==> config.mk <==
export PLATFORM = sky130hd
export DESIGN_NAME = dmem_access_ctrl_flat
export DESIGN_NICKNAME = d
export VERILOG_FILES = /design/src/rtl/dmem_access_ctrl_if.sv /design/src/rtl/dmem_access_ctrl.sv /design/src/flat_wrapper.sv
export SDC_FILE = /design/constraint.sdc
export NUM_CORES = 1
export LEC_CHECK = 0
export ABC_AREA = 0
export CAP_MARGIN = 5
export CORE_MARGIN = 2
export CORE_UTILIZATION = 38
export DETAILED_ROUTE_END_ITERATION = 7
export PLACE_DENSITY = 0.76
export SETUP_SLACK_MARGIN = 0.05
export SLEW_MARGIN = 15
export SYNTH_ARGS = -nofsm -noshare
export SYNTH_HDL_FRONTEND = slang
export SYNTH_SLANG_ARGS = --single-unit
==> constraint.sdc <==
create_clock -name clk -period 1.9 [get_ports clk]
set_clock_uncertainty 0.1 [all_clocks]
set_input_delay 0.57 -clock clk [delete_from_list [all_inputs] [get_ports clk]]
set_output_delay 0.57 -clock clk [all_outputs]
set_load 0.005 [all_outputs]
==> src/rtl/dmem_access_ctrl_if.sv <==
// rtl/dmem_access_ctrl_if.sv - shared data-memory bus bundle (req/gnt + rvalid)
//
// Purpose: groups the signals between one core's DMEM access controller and
// the shared multi-core data-memory arbiter.
// Ports (signals):
//   bus_req    controller -> arbiter  access request
//   bus_we     controller -> arbiter  1 = write, 0 = read (valid with bus_req)
//   bus_addr   controller -> arbiter  word-aligned address (valid with bus_req)
//   bus_wdata  controller -> arbiter  store data (valid with bus_req & bus_we)
//   bus_gnt    arbiter -> controller  grant, accepted when bus_req & bus_gnt
//   bus_rvalid arbiter -> controller  read data valid
//   bus_rdata  arbiter -> controller  read data
interface dmem_access_ctrl_if;
  logic        bus_req;
  logic        bus_we;
  logic [31:0] bus_addr;
  logic [31:0] bus_wdata;
  logic        bus_gnt;
  logic        bus_rvalid;
  logic [31:0] bus_rdata;

  modport master (
    output bus_req, bus_we, bus_addr, bus_wdata,
    input  bus_gnt, bus_rvalid, bus_rdata
  );

  modport slave (
    input  bus_req, bus_we, bus_addr, bus_wdata,
    output bus_gnt, bus_rvalid, bus_rdata
  );
endinterface

==> src/rtl/dmem_access_ctrl.sv <==
// rtl/dmem_access_ctrl.sv - MEM-stage data-memory access controller with timeout
//
// Purpose: takes the registered DMEM request of the MEM stage, runs it on the
// shared data-memory bus, stalls the pipeline while it is outstanding and
// returns load data to writeback. Misaligned, illegal (load+store) and
// timed-out accesses raise a one-cycle error pulse.
// Ports:
//   clk, rst_n             core clock, asynchronous active-low reset
//   mem_address_in         access address from the MEM stage
//   mem_write_data_in      store data from the MEM stage
//   mem_read_en_in         load request
//   mem_write_en_in        store request
//   bus                    shared DMEM bus (master modport)
//   stall_out              combinational pipeline freeze
//   read_data_out          load result (holds between loads)
//   read_data_valid_out    one-cycle pulse per completed load
//   access_err_out         one-cycle pulse per failed access
module dmem_access_ctrl #(
  parameter int unsigned TIMEOUT_CYCLES = 64,
  parameter logic [31:0] ERR_RDATA      = 32'hDEAD_BEEF
) (
  input  logic                  clk,
  input  logic                  rst_n,
  input  logic [31:0]           mem_address_in,
  input  logic [31:0]           mem_write_data_in,
  input  logic                  mem_read_en_in,
  input  logic                  mem_write_en_in,
  dmem_access_ctrl_if.master    bus,
  output logic                  stall_out,
  output logic [31:0]           read_data_out,
  output logic                  read_data_valid_out,
  output logic                  access_err_out
);

  typedef enum logic [1:0] {IDLE, REQ, RESP, DONE} state_t;

  // A width of at least one keeps the counter legal when the timeout is disabled.
  localparam int unsigned   CW       = (TIMEOUT_CYCLES > 0) ? $clog2(TIMEOUT_CYCLES + 1) : 1;
  localparam logic [CW-1:0] CNT_MAX  = CW'(TIMEOUT_CYCLES);
  localparam logic [CW-1:0] CNT_LAST = CW'((TIMEOUT_CYCLES > 0) ? TIMEOUT_CYCLES - 1 : 0);

  state_t        state_q, state_d;
  logic [CW-1:0] cnt_q, cnt_d, cnt_inc;
  logic          bus_req_q, bus_req_d;
  logic          bus_we_q, bus_we_d;
  logic [31:0]   bus_addr_q, bus_addr_d;
  logic [31:0]   bus_wdata_q, bus_wdata_d;
  logic [31:0]   rdata_q, rdata_d;
  logic          rvalid_q, rvalid_d;
  logic          err_q, err_d;

  logic req_present;
  logic bad_req;
  logic tmo;

  assign req_present = mem_read_en_in | mem_write_en_in;
  assign bad_req     = (mem_read_en_in & mem_write_en_in) | (mem_address_in[1:0] != 2'b00);

  // cnt_q counts the REQ/RESP cycles already completed, so the cycle in which
  // it equals TIMEOUT_CYCLES-1 is the last one allowed before the abort.
  assign tmo     = (TIMEOUT_CYCLES != 0) && (cnt_q >= CNT_LAST);
  assign cnt_inc = (cnt_q == CNT_MAX) ? cnt_q : cnt_q + CW'(1);

  // State register
  always_ff @(posedge clk or negedge rst_n) begin
    if (!rst_n) begin
      state_q <= IDLE;
    end else begin
      state_q <= state_d;
    end
  end

  // Next-state logic; grant and rvalid take priority over a timeout on the same edge.
  always_comb begin
    state_d = state_q;
    case (state_q)
      IDLE: begin
        if (req_present) begin
          state_d = bad_req ? DONE : REQ;
        end
      end
      REQ: begin
        if (bus.bus_gnt) begin
          state_d = bus_we_q ? DONE : RESP;
        end else if (tmo) begin
          state_d = DONE;
        end
      end
      RESP: begin
        if (bus.bus_rvalid || tmo) begin
          state_d = DONE;
        end
      end
      default: state_d = IDLE;
    endcase
  end

  // Output logic: next values of the registered outputs and the counter.
  always_comb begin
    cnt_d       = cnt_q;
    bus_req_d   = 1'b0;
    bus_we_d    = bus_we_q;
    bus_addr_d  = bus_addr_q;
    bus_wdata_d = bus_wdata_q;
    rdata_d     = rdata_q;
    rvalid_d    = 1'b0;
    err_d       = 1'b0;
    case (state_q)
      IDLE: begin
        cnt_d = '0;
        if (req_present) begin
          if (bad_req) begin
            err_d = 1'b1;
            if (mem_read_en_in) begin
              rdata_d  = ERR_RDATA;
              rvalid_d = 1'b1;
            end
          end else begin
            bus_req_d   = 1'b1;
            bus_we_d    = mem_write_en_in;
            bus_addr_d  = {mem_address_in[31:2], 2'b00};
            bus_wdata_d = mem_write_data_in;
          end
        end
      end
      REQ: begin
        cnt_d = cnt_inc;
        if (!bus.bus_gnt) begin
          if (tmo) begin
            err_d = 1'b1;
            if (!bus_we_q) begin
              rdata_d  = ERR_RDATA;
              rvalid_d = 1'b1;
            end
          end else begin
            bus_req_d = 1'b1;
          end
        end
      end
      RESP: begin
        cnt_d = cnt_inc;
        if (bus.bus_rvalid) begin
          rdata_d  = bus.bus_rdata;
          rvalid_d = 1'b1;
        end else if (tmo) begin
          err_d    = 1'b1;
          rdata_d  = ERR_RDATA;
          rvalid_d = 1'b1;
        end
      end
      default: ;
    endcase
  end

  // Registered datapath and outputs
  always_ff @(posedge clk or negedge rst_n) begin
    if (!rst_n) begin
      cnt_q       <= '0;
      bus_req_q   <= 1'b0;
      bus_we_q    <= 1'b0;
      bus_addr_q  <= '0;
      bus_wdata_q <= '0;
      rdata_q     <= '0;
      rvalid_q    <= 1'b0;
      err_q       <= 1'b0;
    end else begin
      cnt_q       <= cnt_d;
      bus_req_q   <= bus_req_d;
      bus_we_q    <= bus_we_d;
      bus_addr_q  <= bus_addr_d;
      bus_wdata_q <= bus_wdata_d;
      rdata_q     <= rdata_d;
      rvalid_q    <= rvalid_d;
      err_q       <= err_d;
    end
  end

  assign bus.bus_req   = bus_req_q;
  assign bus.bus_we    = bus_we_q;
  assign bus.bus_addr  = bus_addr_q;
  assign bus.bus_wdata = bus_wdata_q;

  assign read_data_out       = rdata_q;
  assign read_data_valid_out = rvalid_q;
  assign access_err_out      = err_q;

  // Gated by rst_n so the pipeline is released as soon as reset asserts.
  assign stall_out = rst_n & ((state_q == REQ) | (state_q == RESP) |
                              ((state_q == IDLE) & req_present));

endmodule
==> src/flat_wrapper.sv <==
// flat-port wrapper written by rule: the top's interface ports become plain ports
module dmem_access_ctrl_flat 
#(
  parameter int unsigned TIMEOUT_CYCLES = 64,
  parameter logic [31:0] ERR_RDATA      = 32'hDEAD_BEEF
)
  (clk, rst_n, mem_address_in, mem_write_data_in, mem_read_en_in, mem_write_en_in, stall_out, read_data_out, read_data_valid_out, access_err_out, bus_bus_req, bus_bus_we, bus_bus_addr, bus_bus_wdata, bus_bus_gnt, bus_bus_rvalid, bus_bus_rdata);
  dmem_access_ctrl_if bus_i ();
  input  logic clk;
  input  logic rst_n;
  input  logic [31:0] mem_address_in;
  input  logic [31:0] mem_write_data_in;
  input  logic mem_read_en_in;
  input  logic mem_write_en_in;
  output logic stall_out;
  output logic [31:0] read_data_out;
  output logic read_data_valid_out;
  output logic access_err_out;
  output wire logic [$bits(bus_i.bus_req)-1:0] bus_bus_req;
  output wire logic [$bits(bus_i.bus_we)-1:0] bus_bus_we;
  output wire logic [$bits(bus_i.bus_addr)-1:0] bus_bus_addr;
  output wire logic [$bits(bus_i.bus_wdata)-1:0] bus_bus_wdata;
  input wire logic [$bits(bus_i.bus_gnt)-1:0] bus_bus_gnt;
  input wire logic [$bits(bus_i.bus_rvalid)-1:0] bus_bus_rvalid;
  input wire logic [$bits(bus_i.bus_rdata)-1:0] bus_bus_rdata;
  assign bus_bus_req = bus_i.bus_req;
  assign bus_bus_we = bus_i.bus_we;
  assign bus_bus_addr = bus_i.bus_addr;
  assign bus_bus_wdata = bus_i.bus_wdata;
  assign bus_i.bus_gnt = bus_bus_gnt;
  assign bus_i.bus_rvalid = bus_bus_rvalid;
  assign bus_i.bus_rdata = bus_bus_rdata;
  dmem_access_ctrl #(.TIMEOUT_CYCLES(TIMEOUT_CYCLES), .ERR_RDATA(ERR_RDATA)) u_core (.clk(clk), .rst_n(rst_n), .mem_address_in(mem_address_in), .mem_write_data_in(mem_write_data_in), .mem_read_en_in(mem_read_en_in), .mem_write_en_in(mem_write_en_in), .bus(bus_i), .stall_out(stall_out), .read_data_out(read_data_out), .read_data_valid_out(read_data_valid_out), .access_err_out(access_err_out));
endmodule
==> results of run 1 <==
-- path summary, 6_finish.rpt --
path | start | endpoint | slack, ns | cells after the start
max | u_core.state_q[0]$_DFFE_PN0P_ | u_core.bus.bus_addr[24]$_DFFE_PN0P_ | -0.11 | 8
min | rst_n | u_core.bus.bus_addr[5]$_DFFE_PN0P_ | 0.38 | 3
max reg2reg | u_core.state_q[0]$_DFFE_PN0P_ | u_core.bus.bus_addr[24]$_DFFE_PN0P_ | -0.11 | 8
min reg2reg | u_core.bus.bus_wdata[10]$_DFFE_PN0P_ | u_core.bus.bus_wdata[10]$_DFFE_PN0P_ | 0.40 | 1
max in group asynchronous | rst_n | u_core.read_data_out[9]$_DFFE_PN0P_ | 0.73 | 3
min in group clk | u_core.bus.bus_wdata[10]$_DFFE_PN0P_ | u_core.bus.bus_wdata[10]$_DFFE_PN0P_ | 0.40 | 1
-- synthesized netlist by cell type, types with 6 or more instances --
| cell type | number | share of area (%) |
|---|---|---|
| a21oi_1 | 8 | 0.87 |
| buf_2 | 8 | 0.87 |
| ha_1 | 6 | 1.6 |
| o21ai_0 | 6 | 0.65 |
| mux2_4 | 6 | 1.9 |
| dfrtp_1 | 107 | 58 |
| nor2_1 | 30 | 2.4 |
| and3_1 | 9 | 1.2 |
| clkbuf_1 | 6 | 0.49 |
| mux2_2 | 66 | 16 |
| mux2i_1 | 26 | 5.6 |
| nand2_1 | 6 | 0.49 |
| inv_1 | 33 | 2.7 |
-- final cells by class --
type / count / area share [%]
clock inverters: 2 / 0.1634
multi-input cells: 200 / 24.13
flip-flops and latches: 107 / 34.97
clock buffers: 12 / 3.350
inverters: 33 / 1.618
well taps: 147 / 2.402
repair buffers: 265 / 33.37
-- power groups by stage --
stage,clock network (uW),registers (uW),logic [uW]
after detailed placement,0,3870,5280
after global routing,1880,3920,5850
after floorplan,0,3950,2140
final,1760,3790,5450
after global placement,0,3810,5160
after CTS,1790,3790,5050
-- repair_timing --
action / 4_1_cts / 5_1_grt
pin swaps: 3 / 5
setup buffers: 16 / 7
gates cloned: 0 / 10
gates resized for setup: 124 / 16
endpoints found under the setup margin: 196 / 98
-- registers in the layout (all words and copies together) (netlist names) --
| signal | cells |
|---|---|
| u_core.bus.bus_we | 1 |
| u_core.access_err_out | 1 |
| u_core.cnt_q | 7 |
| u_core.read_data_out | 32 |
| u_core.bus.bus_addr | 30 |
| u_core.state_q | 2 |
| u_core.read_data_valid_out | 1 |
| u_core.bus.bus_req | 1 |
| u_core.bus.bus_wdata | 32 |
-- cells by family (layout without fill, tap and decap cells) --
logic type | Yosys count | after routing | share of synthesized area, %
flip-flops | 107 | 107 | 57.93
buffers and inverters | 52 | 312 | 4.927
AO/OA/AOI/OAI | 29 | 29 | 4.629
other | 1 | 2 | 0.08113
multiplexers | 98 | 98 | 23.66
AND/OR/NAND/NOR | 59 | 60 | 6.172
XOR/XNOR | 4 | 4 | 0.7581
adder cells (fa/ha/maj) | 7 | 7 | 1.841
-- worst max-delay path: stages (launching register included) --
cell	delay (ns)
dfrtp_1	0.40
inv_2	0.09
ha_4	0.14
buf_4	0.13
nor3b_4	0.26
buf_6	0.18
nand2_8	0.11
clkbuf_16	0.21
mux2_2	0.27
-- per-stage QoR --
stage / cells / total power (uW) / setup TNS (ns)
after floorplan: 358 / 6087 / -0.5635
after global placement: 722 / 8971 / -41.79
after detailed placement: 722 / 9149 / -44.65
after CTS: 752 / 10630 / -1.465
after global routing: 766 / 11660 / -11.90
final: 766 / 11000 / -6.654
-- metal layers --
layer / share of wire, % / up-vias / track usage (%) / wire [um]
li1: - / 1730 / - / -
met1: 41 / 1860 / 21.67 / 5547
met2: 53 / 121 / 34.13 / 7163
met3: 4.1 / 23 / 3.017 / 556
met4: 2.2 / 0 / 7.724 / 300
met5: 0 / - / 0 / 0
==> results.sh, run 1 <==
export IMPL_status="finished, violations left"
export IMPL_violations="setup timing"
export IMPL_vias_per_cell=4.875
export IMPL_grt_pass1_vias=3730
export IMPL_dp_final_hpwl_um=8922
export IMPL_crit_path_end_kind="flip-flop"
export IMPL_hold_buffers=0
export IMPL_crit_type="flip-flop to flip-flop"
export IMPL_grt_overflow=0
export IMPL_root_buffer="clkbuf_16"
export IMPL_maxCapViolations=0
export IMPL_syn_area_sq_um=4622
export IMPL_synth_async_sr_flop_share_pct=100.0
export IMPL_rows=40
export IMPL_hold_class="input pin to asynchronous set/reset pin"
export IMPL_cts_made_buffers=9
export IMPL_final_util_pct=64.02
export IMPL_ys_flop_type="dfrtp_1"
export IMPL_io_buffers=200
export IMPL_synthToLayoutAreaGrowth_pct=65.67
export IMPL_synth_edf_count=0
export IMPL_fillers=954
export IMPL_setup_viol=95
export IMPL_power_internal_uw=7502
export IMPL_layout_setup_ws_ns=-0.1080
export IMPL_clockBufferDepth=2
export IMPL_seq_area_frac_synth_pct=57.93
export IMPL_grt_pass1_wl_um=18880
export IMPL_ys_seq_elements=107
export IMPL_final_cell_mix="dfrtp_1, dlygate4sd2_1, clkdlybuf4s50_1, mux2_2, buf_4"
export IMPL_rsz0062_at_grt="true"
export IMPL_start_util_pct=38.64
export IMPL_worst_pin_slew_ns=0.7906
export IMPL_yosysWarningCount=0
export IMPL_cts_sinks=107
export IMPL_final_nets=724
export IMPL_grtUsageTotal_pct=18.66
export IMPL_layout_min_cycle_time_ns=2.008
export IMPL_power_density_nw_per_um2=1437
export IMPL_finalInstanceArea_sq_um=7657
export IMPL_num_antenna_cells=0
export IMPL_grt_antenna_before_repair=0
export IMPL_design_die_area_sq_um=13060
export IMPL_layout_cells_most_common="dfrtp_1"
export IMPL_crit_arrival_ns=2.13
export IMPL_ff_latch_area_sq_um=2678
export IMPL_crit_fanout=7
export IMPL_seqPwrFrac_pct=34.4
export IMPL_drc=0
export IMPL_clk_pin_slew_ns=0.07
export IMPL_pwr_share_clk_pct=16.0
export IMPL_dr_total_vias=3734
export IMPL_drive_gt1_share_pct=28.11
export IMPL_syn_area_per_cell_sq_um=12.95
export IMPL_fin_crit_sh_pct=105.7
export IMPL_finalHoldViolations=0
export IMPL_synth_cell_type_count=37
export IMPL_drtPass1Iterations=4
export IMPL_startpoint_type="flip-flop"
export IMPL_ant_nets=0
export IMPL_multi_input_area_sq_um=1848
export IMPL_relSlewSlack_pct=47.29
export IMPL_synth_cells=357
export IMPL_grt_max_degree=62
export IMPL_drt_iter0_drc=137
export IMPL_coreArea_sq_um=11960
export IMPL_fp_dieH_um=114.3
export IMPL_cts_tree="built"
export IMPL_io_pins=203
export IMPL_routabilityCongestion=0.8436
export IMPL_die_x_um=114.3
export IMPL_p_leak_uw=0.003837
export IMPL_wirelength_um=13570
export IMPL_peakVddDrop_mv=1.042
export IMPL_fmax_mhz=498.0
export IMPL_clock_latency_ns=0.34
export IMPL_critPathRequiredTime_ns=2.03
export IMPL_sw_frac_of_total_pct=31.81
export IMPL_pwr_share_comb_pct=49.6
export IMPL_finalMaxSlewViolations=0
export IMPL_place_area_sq_um=7030
export IMPL_hold_worst_slack_ns=0.3796
export IMPL_h_tree_depth=3
export IMPL_wire_per_inst_um=17.71
export IMPL_pre_cts_ws_ns=-0.6025
export IMPL_switching_power_uw=3500
Power figures use the tool's default switching activity.
==> inputs of run 2 (changes only) <==
--- a/config.mk
+++ b/config.mk
@@ -11,7 +11,7 @@
 export CORE_UTILIZATION = 38
 export DETAILED_ROUTE_END_ITERATION = 7
 export PLACE_DENSITY = 0.76
-export SETUP_SLACK_MARGIN = 0.05
+export SETUP_SLACK_MARGIN = 0.3
 export SLEW_MARGIN = 15
 export SYNTH_ARGS = -nofsm -noshare
 export SYNTH_HDL_FRONTEND = slang
==> run 2 against run 1 <==
The flow still finishes with violations (setup timing). Count of clock-buffer cells in the layout down 2. Via count up 2.2%. Die area unchanged. Combinational power up 13%. Maximum frequency down 2.5%. Largest power group unchanged. Flip-flop and latch count unchanged. Non-clock buffer count up 23.
==> results.sh, run 2 (synthesized netlist as in run 1, its figures left out) <==
export IMPL_cts_tree="built"
export IMPL_peakVddDrop_mv=0.8996
export IMPL_dp_final_hpwl_um=9113
export IMPL_status="finished, violations left"
export IMPL_startpoint_type="flip-flop"
export IMPL_final_nets=747
export IMPL_wire_per_inst_um=17.71
export IMPL_drive_gt1_share_pct=48.83
export IMPL_finalMaxSlewViolations=0
export IMPL_clk_pin_slew_ns=0.07
export IMPL_dr_total_vias=3815
export IMPL_start_util_pct=38.64
export IMPL_clockBufferDepth=2
export IMPL_root_buffer="clkbuf_16"
export IMPL_grt_max_degree=56
export IMPL_max_stage_delay_ns=0.40
export IMPL_h_tree_depth=3
export IMPL_layout_cells_most_common="dfrtp_1"
export IMPL_clock_latency_ns=0.34
export IMPL_wirelength_um=13990
export IMPL_grt_pass1_vias=4068
export IMPL_finalHoldViolations=0
export IMPL_setup_viol=95
export IMPL_fp_dieH_um=114.3
export IMPL_drc=0
export IMPL_num_antenna_cells=0
export IMPL_violations="setup timing"
export IMPL_io_pins=203
export IMPL_relSlewSlack_pct=52.57
export IMPL_worst_pin_slew_ns=0.7114
export IMPL_final_cell_mix="dfrtp_1, clkdlybuf4s50_1, buf_2, mux2_2, buf_4"
export IMPL_worst_path_max_delay_cell="dfrtp_1"
export IMPL_grtUsageTotal_pct=21.49
export IMPL_coreArea_sq_um=11960
export IMPL_layout_setup_ws_ns=-0.1602
export IMPL_io_buffers=200
export IMPL_grt_pass1_wl_um=21450
export IMPL_layout_min_cycle_time_ns=2.060
export IMPL_p_leak_uw=0.003948
export IMPL_crit_fanout=6
export IMPL_crit_type="flip-flop to flip-flop"
export IMPL_fillers=932
export IMPL_power_density_nw_per_um2=1571
export IMPL_critPathRequiredTime_ns=2.06
export IMPL_cts_made_buffers=9
export IMPL_finalInstanceArea_sq_um=7873
export IMPL_crit_arrival_ns=2.22
export IMPL_rsz0062_at_grt="true"
export IMPL_vias_per_cell=4.829
export IMPL_maxCapViolations=0
export IMPL_place_area_sq_um=7078
export IMPL_routabilityCongestion=0.8058
export IMPL_synthToLayoutAreaGrowth_pct=70.33
export IMPL_fmax_mhz=485.4
export IMPL_crit_path_end_kind="flip-flop"
export IMPL_ant_nets=0
export IMPL_grt_antenna_before_repair=0
export IMPL_design_die_area_sq_um=13060
export IMPL_die_x_um=114.3
export IMPL_rows=40
export IMPL_hold_class="input pin to asynchronous set/reset pin"
export IMPL_finalPower_uw=12370
export IMPL_grt_overflow=0
export IMPL_drtPass1Iterations=4
export IMPL_pre_cts_ws_ns=-0.6726
export IMPL_fin_crit_sh_pct=108.4
export IMPL_crit_family="compound AO/OA/AOI/OAI gates"
export IMPL_cp_buffers_inverters=3
export IMPL_drt_iter0_drc=136
export IMPL_crit_chain="ha_2 > a21o_1 > a31o_4 > o2111ai_4 > buf_12 > buf_4 > buf_16 > mux2i_1"
export IMPL_cts_sinks=107
[run 2: changes by cell type in the layout (fill, tap and decap cells not counted), moves of 6 or more]
cell	change
buf_2	+88
buf_12	+8
buf_16	+9
buf_6	+6
dlygate4sd2_1	-99
buf_4	+7
clkbuf_2	+10
[run 2: metal layers]
| metal | GRT usage, % | share of wire (%) | up-vias |
|---|---|---|---|
| li1 | - | - | 1769 |
| met1 | 24.75 | 39 | 1895 |
| met2 | 39.37 | 53 | 124 |
| met3 | 3.759 | 4.9 | 27 |
| met4 | 8.862 | 2.6 | 0 |
| met5 | 0 | 0 | - |
[run 2: power by group]
group	total, uW	leakage, uW	switching, uW	internal [uW]
clock network	2370	0.000183	819	1550
registers	3820	0.00126	511	3310
logic	6180	0.00251	2510	3670
[run 2: worst paths after layout]
kind,from,slack [ns],endpoint,cells after the start
max in group asynchronous,rst_n,0.82,u_core.cnt_q[0]$_DFFE_PN0P_,3
max,u_core.cnt_q[1]$_DFFE_PN0P_,-0.16,u_core.read_data_out[21]$_DFFE_PN0P_,8
min reg2reg,u_core.bus.bus_addr[5]$_DFFE_PN0P_,0.40,u_core.bus.bus_addr[5]$_DFFE_PN0P_,1
min in group clk,u_core.bus.bus_addr[5]$_DFFE_PN0P_,0.40,u_core.bus.bus_addr[5]$_DFFE_PN0P_,1
min,rst_n,0.39,u_core.read_data_out[26]$_DFFE_PN0P_,3
max reg2reg,u_core.cnt_q[1]$_DFFE_PN0P_,-0.16,u_core.read_data_out[21]$_DFFE_PN0P_,8
[run 2: repair_timing]
item / 4_1_cts / 5_1_grt
setup endpoints to repair: 206 / 115
gates resized for setup: 433 / 31
pin swaps: 12 / 7
cloned: 10 / 1
buffers inserted: 35 / 1
hold buffers: 0 / 0
[run 2: worst reg2reg max path, cell delays in order (launching register included)]
cell and delay, ns:
dfrtp_1 0.40, ha_2 0.20, a21o_1 0.19, a31o_4 0.26, o2111ai_4 0.23, buf_12 0.18, buf_4 0.14, buf_16 0.12
mux2i_1 0.18
[run 2: layout make-up]
class / instances / area [sq um] / area share (%)
Clock inverter: 5 / 150.1 / 1.907
Tap cell: 147 / 183.9 / 2.336
Multi-Input combinational cell: 200 / 1943 / 24.68
Sequential cell: 107 / 2678 / 34.01
Inverter: 33 / 126.4 / 1.605
Timing Repair Buffer: 288 / 2562 / 32.55
Clock buffer: 10 / 229.0 / 2.908
[run 2: through the flow]
stage / instances / hold slack (ns) / TNS [ns] / utilization (%)
floorplan: 358 / 0.1744 / -0.5635 / -
global placement: 728 / 0.3851 / -41.81 / 59.17
detailed placement: 728 / 0.3911 / -46.19 / 59.17
CTS: 788 / 0.4042 / -9.077 / 65.30
global route: 790 / 0.4195 / -15.65 / 65.82
finish: 790 / 0.3895 / -8.918 / 65.82
